--- config.mk ---
export PLATFORM = sky130hd
export DESIGN_NAME = uart_tx_fifo
export DESIGN_NICKNAME = d
export VERILOG_FILES = /design/src/rtl/uart_tx_fifo.sv
export SDC_FILE = /design/constraint.sdc
export NUM_CORES = 1
export LEC_CHECK = 0
export ABC_AREA = 1
export CORE_MARGIN = 1
export CORE_UTILIZATION = 50
export CTS_CLUSTER_SIZE = 30
export DETAILED_ROUTE_END_ITERATION = 6
export GPL_ROUTABILITY_DRIVEN = 0
export PLACE_DENSITY_LB_ADDON = 0.25
export SYNTH_ARGS = -nofsm -noshare
export SYNTH_HDL_FRONTEND = slang
export SYNTH_SLANG_ARGS = --single-unit
--- constraint.sdc ---
create_clock -name clk -period 3.6 [get_ports clk]
set_input_delay 0.9 -clock clk [delete_from_list [all_inputs] [get_ports clk]]
set_output_delay 0.9 -clock clk [all_outputs]
set_load 0.01 [all_outputs]
--- src/rtl/uart_tx_fifo.sv ---
// uart_tx_fifo: byte FIFO between receiver and transmitter, one send strobe per transmitter busy period
module uart_tx_fifo #(
    parameter int DEPTH = 16,
    parameter int WIDTH = 8
) (
    input  logic                   clk,
    input  logic                   reset,
    input  logic [WIDTH-1:0]       in_data,
    input  logic                   in_valid,
    input  logic                   tx_ready,
    output logic [WIDTH-1:0]       out_data,
    output logic                   out_send,
    output logic [$clog2(DEPTH):0] count,
    output logic                   empty,
    output logic                   full,
    output logic                   overflow
);
    localparam int AW = $clog2(DEPTH);
    localparam int CW = AW + 1;

    typedef enum logic [1:0] {IDLE, WAIT_BUSY, WAIT_DONE} state_t;

    state_t           state_q, state_d;
    logic [WIDTH-1:0] mem_q [DEPTH];
    logic [WIDTH-1:0] mem_d [DEPTH];
    logic [AW-1:0]    wptr_q, wptr_d;
    logic [AW-1:0]    rptr_q, rptr_d;
    logic [CW-1:0]    count_q, count_d;
    logic [WIDTH-1:0] out_data_q, out_data_d;
    logic             pend_q, pend_d;
    logic             out_send_q, out_send_d;
    logic             overflow_q, overflow_d;
    logic             push, pop;

    assign empty    = count_q == '0;
    assign full     = count_q == CW'(DEPTH);
    assign push     = in_valid && !full;
    assign pop      = state_q == IDLE && !empty && tx_ready;
    assign count    = count_q;
    assign out_data = out_data_q;
    assign out_send = out_send_q;
    assign overflow = overflow_q;

    // Storage, pointers and count; the popped byte is latched now and strobed one cycle later
    always_comb begin
        mem_d = mem_q;
        if (push) mem_d[wptr_q] = in_data;
        wptr_d     = push ? wptr_q + AW'(1) : wptr_q;
        rptr_d     = pop ? rptr_q + AW'(1) : rptr_q;
        count_d    = count_q + CW'(push) - CW'(pop);
        out_data_d = pop ? mem_q[rptr_q] : out_data_q;
        pend_d     = pop;
        out_send_d = pend_q;
        overflow_d = in_valid && full;
    end

    // Handshake FSM: after a pop, wait for the transmitter to go busy and then idle again
    always_comb begin
        state_d = state_q;
        case (state_q)
            IDLE:      state_d = pop ? WAIT_BUSY : IDLE;
            WAIT_BUSY: state_d = tx_ready ? WAIT_BUSY : WAIT_DONE;
            WAIT_DONE: state_d = tx_ready ? IDLE : WAIT_DONE;
            default:   state_d = IDLE;
        endcase
    end

    // State registers; reset drops all buffered bytes and any pending strobe
    always_ff @(posedge clk or negedge reset) begin
        if (!reset) begin
            state_q    <= IDLE;
            mem_q      <= '{default: '0};
            wptr_q     <= '0;
            rptr_q     <= '0;
            count_q    <= '0;
            out_data_q <= '0;
            pend_q     <= 1'b0;
            out_send_q <= 1'b0;
            overflow_q <= 1'b0;
        end else begin
            state_q    <= state_d;
            mem_q      <= mem_d;
            wptr_q     <= wptr_d;
            rptr_q     <= rptr_d;
            count_q    <= count_d;
            out_data_q <= out_data_d;
            pend_q     <= pend_d;
            out_send_q <= out_send_d;
            overflow_q <= overflow_d;
        end
    end
endmodule

==> results of run 1 <==
Yosys cell counts:
cell type,n
nand2_4,1
nand2_1,328
o21ai_1,99
buf_4,1
nand4_2,1
nand3_4,6
buf_2,26
inv_2,5
inv_4,1
or2_1,1
buf_1,3
nand3_1,102
o21ai_0,36
nor2_4,3
xor2_1,9
nand3_2,3
or2_2,1
clkbuf_1,14
ha_1,11
clkinv_1,2
xnor2_1,1
buf_6,7
nand2_2,4
nor2_1,4
fa_1,1
inv_1,123
dfrtp_1,154
a21oi_1,3
power breakdown:
part / internal [W] / switching [W]
registers: 0.00252 / 0.000441
clock network: 0.00120 / 0.000715
logic: 0.00119 / 0.00204
cell type report:
| class | instances | area share |
|---|---|---|
| repair buffers | 36 | 0.0431 |
| multi-input cells | 614 | 0.344 |
| inverters | 131 | 0.0582 |
| clock buffers | 21 | 0.0542 |
| flip-flops and latches | 154 | 0.454 |
| clock inverters | 11 | 0.0197 |
| well taps | 184 | 0.0271 |
worst paths after layout:
kind,to,cells past startpoint,slack [ns]
worst max-delay path,empty,6,0.69
worst min-delay path,out_send$_DFF_PN0_,0,0.35
worst max register to register,count[4]$_DFF_PN0_,14,0.87
worst min register to register,out_send$_DFF_PN0_,0,0.35
max in group asynchronous,mem_q[5]$_DFFE_PN0P_,2,2.31
min in group asynchronous,overflow$_DFF_PN0_,1,0.49
sequential cells by signal, indices dropped and copies added, names as in the netlist, 2 cells and up:
name / cells
mem_q: 128
out_data: 8
count: 5
rptr_q: 4
wptr_q: 4
state_q: 2
metrics by stage:
stage	cell area [µm²]	cells	total power, W
detailed placement	7870	1119	0.00620
floorplan	7550	950	0.00529
CTS	8500	1151	0.00812
finish	8500	1151	0.00811
global route	8500	1151	0.00877
global placement	7870	1119	0.00610
cell families (layout without fill, tap and decap cells):
family                   count (synthesis)  after routing
buffers and inverters                  182            199
adder cells (fa/ha/maj)                 12             12
AND/OR/NAND/NOR                        454            454
XOR/XNOR                                10             10
flip-flops                             154            154
AO/OA/AOI/OAI                          138            138
layout by cell type (no fill, tap or decap), drive strengths merged:
master and count:
bufinv 4, clkinvlp 2, nand2 333, xnor2 1
ha 11, or2 2, nand3 111, fa 1
a21oi 3, nor2 7, o21ai 135, buf 9
clkinv 6, clkdlybuf4s50 27, clkbuf 21, xor2 9
inv 130, nand4 1, dfrtp 154
routing by layer:
metal / GRT usage / wire length, µm / vias up
met4: 0.108 / 541 / 0
met5: 0 / 0 / -
met2: 0.401 / 8230 / 164
met1: 0.328 / 7970 / 2802
met3: 0.0442 / 803 / 35
li1: - / - / 2969
==> results.yml, run 1 <==
run_status:
  status: "finished with violations"
  violations: "design-rule violations"
pwr:
  p_leak_nw: 4.30
  p_per_area_nw_per_um2: 954
  peakVddDrop_mv: 0.526
timing:
  finalCriticalPeriod_ns: 2.91
  maxSlewViolCount: 0
  fin_hold_ws_ns: 0.353
  setup_violations: 0
  fmax_mhz: 344
  rsz0062_at_grt: "no"
  timing.slew.headroom: 0.464
  tightest_slew_ns: 0.804
  hold_violations: 0
  post-route-period-util: 0.807
  fin_ws_ns: 0.694
  totalNegativeSetupSlack_ns: 0
  clock_skew_ns: 0.00681
logic_synthesis:
  synth_cell_type_count: 28
  synthMuxAreaShare: 0
  yosys.area_share.simple: 0.263
  synth_top_area_share: 0.510
  syn-num-nets: 974
  ys_warn_count: 0
  synth_area_per_cell_um2: 7.95
  synth_xor_area_frac: 0.0116
  synth_area_leader_cell: "dfrtp_1"
  synth-seq-cells: 154
  synth-seq-area-share: 0.510
  synthesis.area_um2: 7550
  synth_top_family_by_area: "simple AND/OR/NAND/NOR gates"
  syn_inst: 950
  synth_compound_area_frac: 0.0915
  ys_top_cells_by_area: "dfrtp_1, nand2_1, nand3_1"
  synth_fa_ha_area_frac: 0.0209
die:
  coreArea_um2: 14600
  num_rows: 44
  ioPinCount: 29
  start_util: 0.516
  die_x_um: 125
  fp.dieH_um: 125
  die-area_um2: 15600
detailed_routing:
  ant_nets: 0
  drt_iter0_drc: 553
  wire_per_inst_um: 15.2
  routed_wl_um: 17500
  drc_errors: 10
  dr.pass1.iters: 7
  vias: 5970
  routed_via_density: 5.19
grt:
  grt_overflow_total: 0
  grt_pass1_vias: 5679
  grt_max_degree: 79
  grt_use_total: 0.248
  antenna_found_initial: 0
  grt_pass1_wl_um: 29700
final_layout:
  drive_gt1_frac: 0.0683
  syn_to_final_growth_pct: 12.5
  diodes: 0
  utilization: 0.580
  multi_input_area_um2: 2920
  ff_latch_area_um2: 3850
  nFillCells: 1330
  layout.nets: 978
clock_tree:
  clk_pin_slew_ns: 0.06
  clock-root-buffer: "clkbuf_16"
  cts_setup_buffers: 0
  hold_buffers: 0
  cts_tree: "built"
  clock-sinks: 154
  numCtsBuffers: 17
  cts_buffer_depth: 2
  cts_resized: 0
  insertion_delay_ns: 0.43
  htreeDepth: 4
worst_setup_path:
  path_cells: "inv_1 -> ha_1 -> nand3_1 -> or2_1 -> inv_1 -> clkdlybuf4s50_1"
  start_kind: "flop"
  startpoint: "count[2]$_DFF_PN0_"
  crit_path_frequent_cell: "inv_1"
  worstPathArrival_ns: 2.01
  slowest_stage: "clkdlybuf4s50_1"
  path_buf_inv: 3
  r2r_start: "count[2]$_DFF_PN0_"
  path_class: "flop to primary output"
  critical_path.top_delay_family: "buffers and inverters"
  cp_max_fo: 3
  worst_setup_path_end_kind: "primary output"
  max_stage_delay_ns: 0.52
  required_ns: 2.70
place:
  place_ws_ns: 0.365
  dp.final_hpwl_um: 10500
  port_buffers: 28
min_path:
  hold_class: "flop to flop"
  hp-start: "out_send_d$_DFF_PN0_"
run:
  drv_cap: 0
Note: power is estimated with default switching activity, not from simulation.
==> inputs of run 2 (changes only) <==
==> constraint.sdc (replaced) <==
create_clock -name clk -period 2.6 [get_ports clk]
set_input_delay 0.65 -clock clk [delete_from_list [all_inputs] [get_ports clk]]
set_output_delay 0.65 -clock clk [all_outputs]
set_load 0.01 [all_outputs]
==> results.yml, run 2 (same netlist as run 1, synthesis figures left out) <==
final_layout:
  instances_no_fill: 1168
  fin_area_um2: 8650
  layout_common_cells: "nand2_1, dfrtp_1, inv_1"
  diodes: 0
  layout.nets: 996
  largest_reg_flops: 128
  ff_latch_area_um2: 3850
  syn_to_final_growth_pct: 14.5
  nFillCells: 1323
  multi_input_area_um2: 2940
  largest_register: "mem_q"
  drive_gt1_frac: 0.0925
  final_common_cell: "nand2_1"
clock_tree:
  clock-sinks: 154
  clk_pin_slew_ns: 0.06
  hold_buffers: 0
  cts_buffer_depth: 2
  htreeDepth: 4
  insertion_delay_ns: 0.43
  clock-root-buffer: "clkbuf_16"
  numCtsBuffers: 17
  cts_tree: "built"
timing:
  tightest_slew_ns: 0.758
  hold_violations: 0
  clock_skew_ns: 0.00772
  finalCriticalPeriod_ns: 2.52
  fmax_mhz: 398
  timing.slew.headroom: 0.495
  post-route-period-util: 0.967
  setup_violations: 0
  maxSlewViolCount: 0
  fin_hold_ws_ns: 0.225
  rsz0062_at_grt: "yes"
  fin_ws_ns: 0.0848
grt:
  grt_max_degree: 67
  grt_use_total: 0.245
  grt_pass1_wl_um: 29500
  antenna_found_initial: 0
  grt_pass1_vias: 5659
  grt_overflow_total: 0
pwr:
  p_per_area_nw_per_um2: 1300
  p_switching_w: 0.00448
  p_comb_frac: 0.413
  p_leak_nw: 4.38
  p_sw_frac: 0.397
  pwr-share-seq: 0.364
  p_int_w: 0.00680
  pwr-share-clk: 0.224
  peakVddDrop_mv: 0.654
detailed_routing:
  drc_errors: 8
  dr.pass1.iters: 7
  drt_iter0_drc: 507
  wire_per_inst_um: 15.2
  ant_nets: 0
  vias: 6033
  routed_via_density: 5.17
  routed_wl_um: 17700
worst_setup_path:
  path_class: "flop to primary output"
  start_kind: "flop"
  path_buf_inv: 3
  max_stage_delay_ns: 0.53
  slowest_stage: "clkdlybuf4s50_1"
  startpoint: "count[2]$_DFF_PN0_"
  critical_path.top_delay_family: "buffers and inverters"
  r2r_end: "count[4]$_DFF_PN0_"
  r2r_start: "count[2]$_DFF_PN0_"
  r2r_cells: 14
  path_cells: "inv_1 -> ha_2 -> nand4_2 -> inv_1 -> clkdlybuf4s50_1"
  crit_path_frequent_cell: "inv_1"
  worst_setup_path_end_kind: "primary output"
  required_ns: 1.95
  rrSetupSlack_ns: 0.14
  worstPathArrival_ns: 1.87
  cp_max_fo: 3
die:
  ioPinCount: 29
  fp.dieH_um: 125
  coreArea_um2: 14600
  start_util: 0.516
  num_rows: 44
  die_x_um: 125
  die-area_um2: 15600
place:
  placed_cells: 1135
  place_ws_ns: -0.201
  dp.final_hpwl_um: 11100
  placed_cell_area_um2: 8030
  port_buffers: 28
min_path:
  hold_class: "primary input to async pin"
run:
  drv_cap: 0
run_status:
  violations: "design-rule violations"
  status: "finished with violations"
-- run 2: metrics by stage --
step,util,total power [W],setup TNS [ns]
floorplan,-,0.00734,0
detailed placement,0.548,0.00869,-0.317
global placement,0.548,0.00858,-0.220
CTS,0.589,0.0113,0
finish,0.591,0.0113,0
global route,0.591,0.0122,-0.0140
-- run 2: how the worst max path moves through the flow --
stage,end,slack (ns),depth (start not counted)
3_3_place_gp,count[4]$_DFF_PN0_,-0.17,13
5_1_grt,full,-0.01,5
2_1_floorplan,count[4]$_DFF_PN0_,0.002,15
6_report,full,0.08,5
4_1_cts,full,0.03,5
3_5_place_dp,count[4]$_DFF_PN0_,-0.20,13
-- run 2: routing by layer --
| layer | vias up | track usage | share of wire |
|---|---|---|---|
| li1 | 3007 | - | - |
| met1 | 2870 | 0.339 | 0.47 |
| met2 | 131 | 0.387 | 0.47 |
| met3 | 25 | 0.0438 | 0.041 |
| met4 | 0 | 0.0918 | 0.020 |
| met5 | - | 0 | 0 |
-- run 2: what timing repair did --
action                                  in CTS  in global routing
endpoints found under the setup margin       1                  2
buffers inserted                             0                  2
pin swaps                                    0                  0
resized for setup                            1                  3
-- run 2: power by group through the flow --
stage	logic, W	clock network [W]	registers (W)
global placement	0.00448	0	0.00409
finish	0.00466	0.00252	0.00410
floorplan	0.00331	0	0.00403
global route	0.00530	0.00265	0.00423
detailed placement	0.00458	0	0.00412
CTS	0.00462	0.00256	0.00409
-- run 2: cell type report --
cell class	count	share of cell area
flip-flops and latches	154	0.446
multi-input cells	614	0.340
repair buffers	54	0.0608
inverters	131	0.0571
clock buffers	19	0.0524
well taps	184	0.0266
clock inverters	12	0.0172
-- run 2: worst reg2reg max path: cells and delay by family (launching register included) --
kind	cells	cell delay (ns)
buffers and inverters	4	0.23
and+or+nand+nor	3	0.42
DFF	1	0.39
adders and majority gates	4	0.95
xor gates and xnor gates	1	0.14
AOI/OAI and AO/OA	2	0.20
==> inputs of run 3 (changes only) <==
--- a/config.mk
+++ b/config.mk
@@ -12,6 +12,7 @@
 export DETAILED_ROUTE_END_ITERATION = 6
 export GPL_ROUTABILITY_DRIVEN = 0
 export PLACE_DENSITY_LB_ADDON = 0.25
+export SKIP_CTS_REPAIR_TIMING = 1
 export SYNTH_ARGS = -nofsm -noshare
 export SYNTH_HDL_FRONTEND = slang
 export SYNTH_SLANG_ARGS = --single-unit
==> constraint.sdc (replaced) <==
create_clock -name clk -period 2.6 [get_ports clk]
set_input_delay 0.65 -clock clk [delete_from_list [all_inputs] [get_ports clk]]
set_output_delay 0.65 -clock clk [all_outputs]
set_load 0.1 [all_outputs]
==> results.yml, run 3 (same netlist as run 1, synthesis figures left out) <==
place:
  port_buffers: 28
  dp.final_hpwl_um: 11100
  placed_cells: 1137
  place_ws_ns: -0.113
worst_setup_path:
  startpoint: "count[3]$_DFF_PN0_"
  cp_max_fo: 3
  r2r_cells: 14
  worstPathArrival_ns: 1.76
  r2r_end: "count[4]$_DFF_PN0_"
  r2r_start: "count[3]$_DFF_PN0_"
  worst_setup_path_end_kind: "primary output"
  path_class: "flop to primary output"
  rrSetupSlack_ns: 0.19
  required_ns: 1.95
  start_kind: "flop"
timing:
  clock_skew_ns: 0.00493
  rsz0062_at_grt: "no"
  fin_hold_ws_ns: 0.200
  post-route-period-util: 0.927
  maxSlewViolCount: 0
  tightest_slew_ns: 0.753
  finalCriticalPeriod_ns: 2.41
  fmax_mhz: 415
  hold_violations: 0
  timing.slew.headroom: 0.498
  fin_ws_ns: 0.190
  setup_violations: 0
final_layout:
  instances_no_fill: 1168
  layout.nets: 996
  syn_to_final_growth_pct: 15.5
  diodes: 0
  largest_reg_flops: 128
  drive_gt1_frac: 0.117
  largest_register: "mem_q"
  final_common_cell: "nand2_1"
  utilization: 0.595
  layout_common_cells: "nand2_1, dfrtp_1, inv_1"
pwr:
  p_per_area_nw_per_um2: 1400
  p_leak_nw: 4.43
  peakVddDrop_mv: 0.652
grt:
  grt_overflow_total: 0
  grt_pass1_vias: 5822
  grt_max_degree: 67
  grt_pass1_wl_um: 30300
  grt_use_total: 0.250
  antenna_found_initial: 0
detailed_routing:
  vias: 5985
  wire_per_inst_um: 15.2
  met3_length_um: 716
  drt-met1-wl_um: 8440
  topRoutingLayerUsed: "met4"
  drt_iter0_drc: 431
  dr.pass1.iters: 7
  routed_via_density: 5.12
  ant_nets: 0
  routed_wl_um: 17700
  wl_met2_um: 8120
  drc_errors: 6
clock_tree:
  htreeDepth: 4
  cts_tree: "built"
  insertion_delay_ns: 0.42
  clk_pin_slew_ns: 0.06
  numCtsBuffers: 17
  clock-root-buffer: "clkbuf_16"
  cts_buffer_depth: 2
  clock-sinks: 154
die:
  num_rows: 44
  coreArea_um2: 14600
  start_util: 0.516
  fp.dieH_um: 125
  die_x_um: 125
  ioPinCount: 29
  die-area_um2: 15600
run_status:
  violations: "design-rule violations"
  status: "finished with violations"
min_path:
  hold_class: "primary input to async pin"
run:
  drv_cap: 0
## run 3: cell type report
type	instances	area, µm²
Inverter	131	502
Clock inverter	7	160
Clock buffer	24	502
Sequential cell	154	3870
Multi-Input combinational cell	614	2980
Fill cell	1343	5920
Timing Repair Buffer	54	484
Tap cell	184	230
## run 3: how the worst max path moves through the flow
stage | cells past startpoint | endpoint
after detailed placement | 13 | count[4]$_DFF_PN0_
after global routing | 14 | count[4]$_DFF_PN0_
after floorplan | 15 | count[4]$_DFF_PN0_
after global placement | 13 | count[4]$_DFF_PN0_
final | 6 | empty
after CTS | 6 | empty
## run 3: routing by layer
layer | GRT usage | vias to the layer above
met5 | 0 | -
li1 | - | 3012
met1 | 0.344 | 2808
met4 | 0.101 | 0
met2 | 0.400 | 132
met3 | 0.0365 | 33
## run 3: worst max-delay path, cell delays in order, from the launching register on
cell and delay [ns]:
dfrtp_4 0.50, inv_4 0.08, ha_4 0.14, nand3_2 0.07
or2_4 0.27, inv_1 0.10, buf_12 0.18
## run 3: metrics by stage
stage,instance area (µm²),TNS [ns],total power (W)
finish,8720,0,0.0122
floorplan,7630,-0.100,0.00810
CTS,8720,0,0.0123
detailed placement,8060,-0.125,0.00944
global placement,8060,-0.103,0.00931
global route,8720,0,0.0132
## run 3: where the power goes
group	internal, W	switching [W]	total, W
Sequential	0.00350	0.000633	0.00413
Combinational	0.00173	0.00357	0.00530
Clock	0.00182	0.000954	0.00278
Total	0.00705	0.00516	0.0122
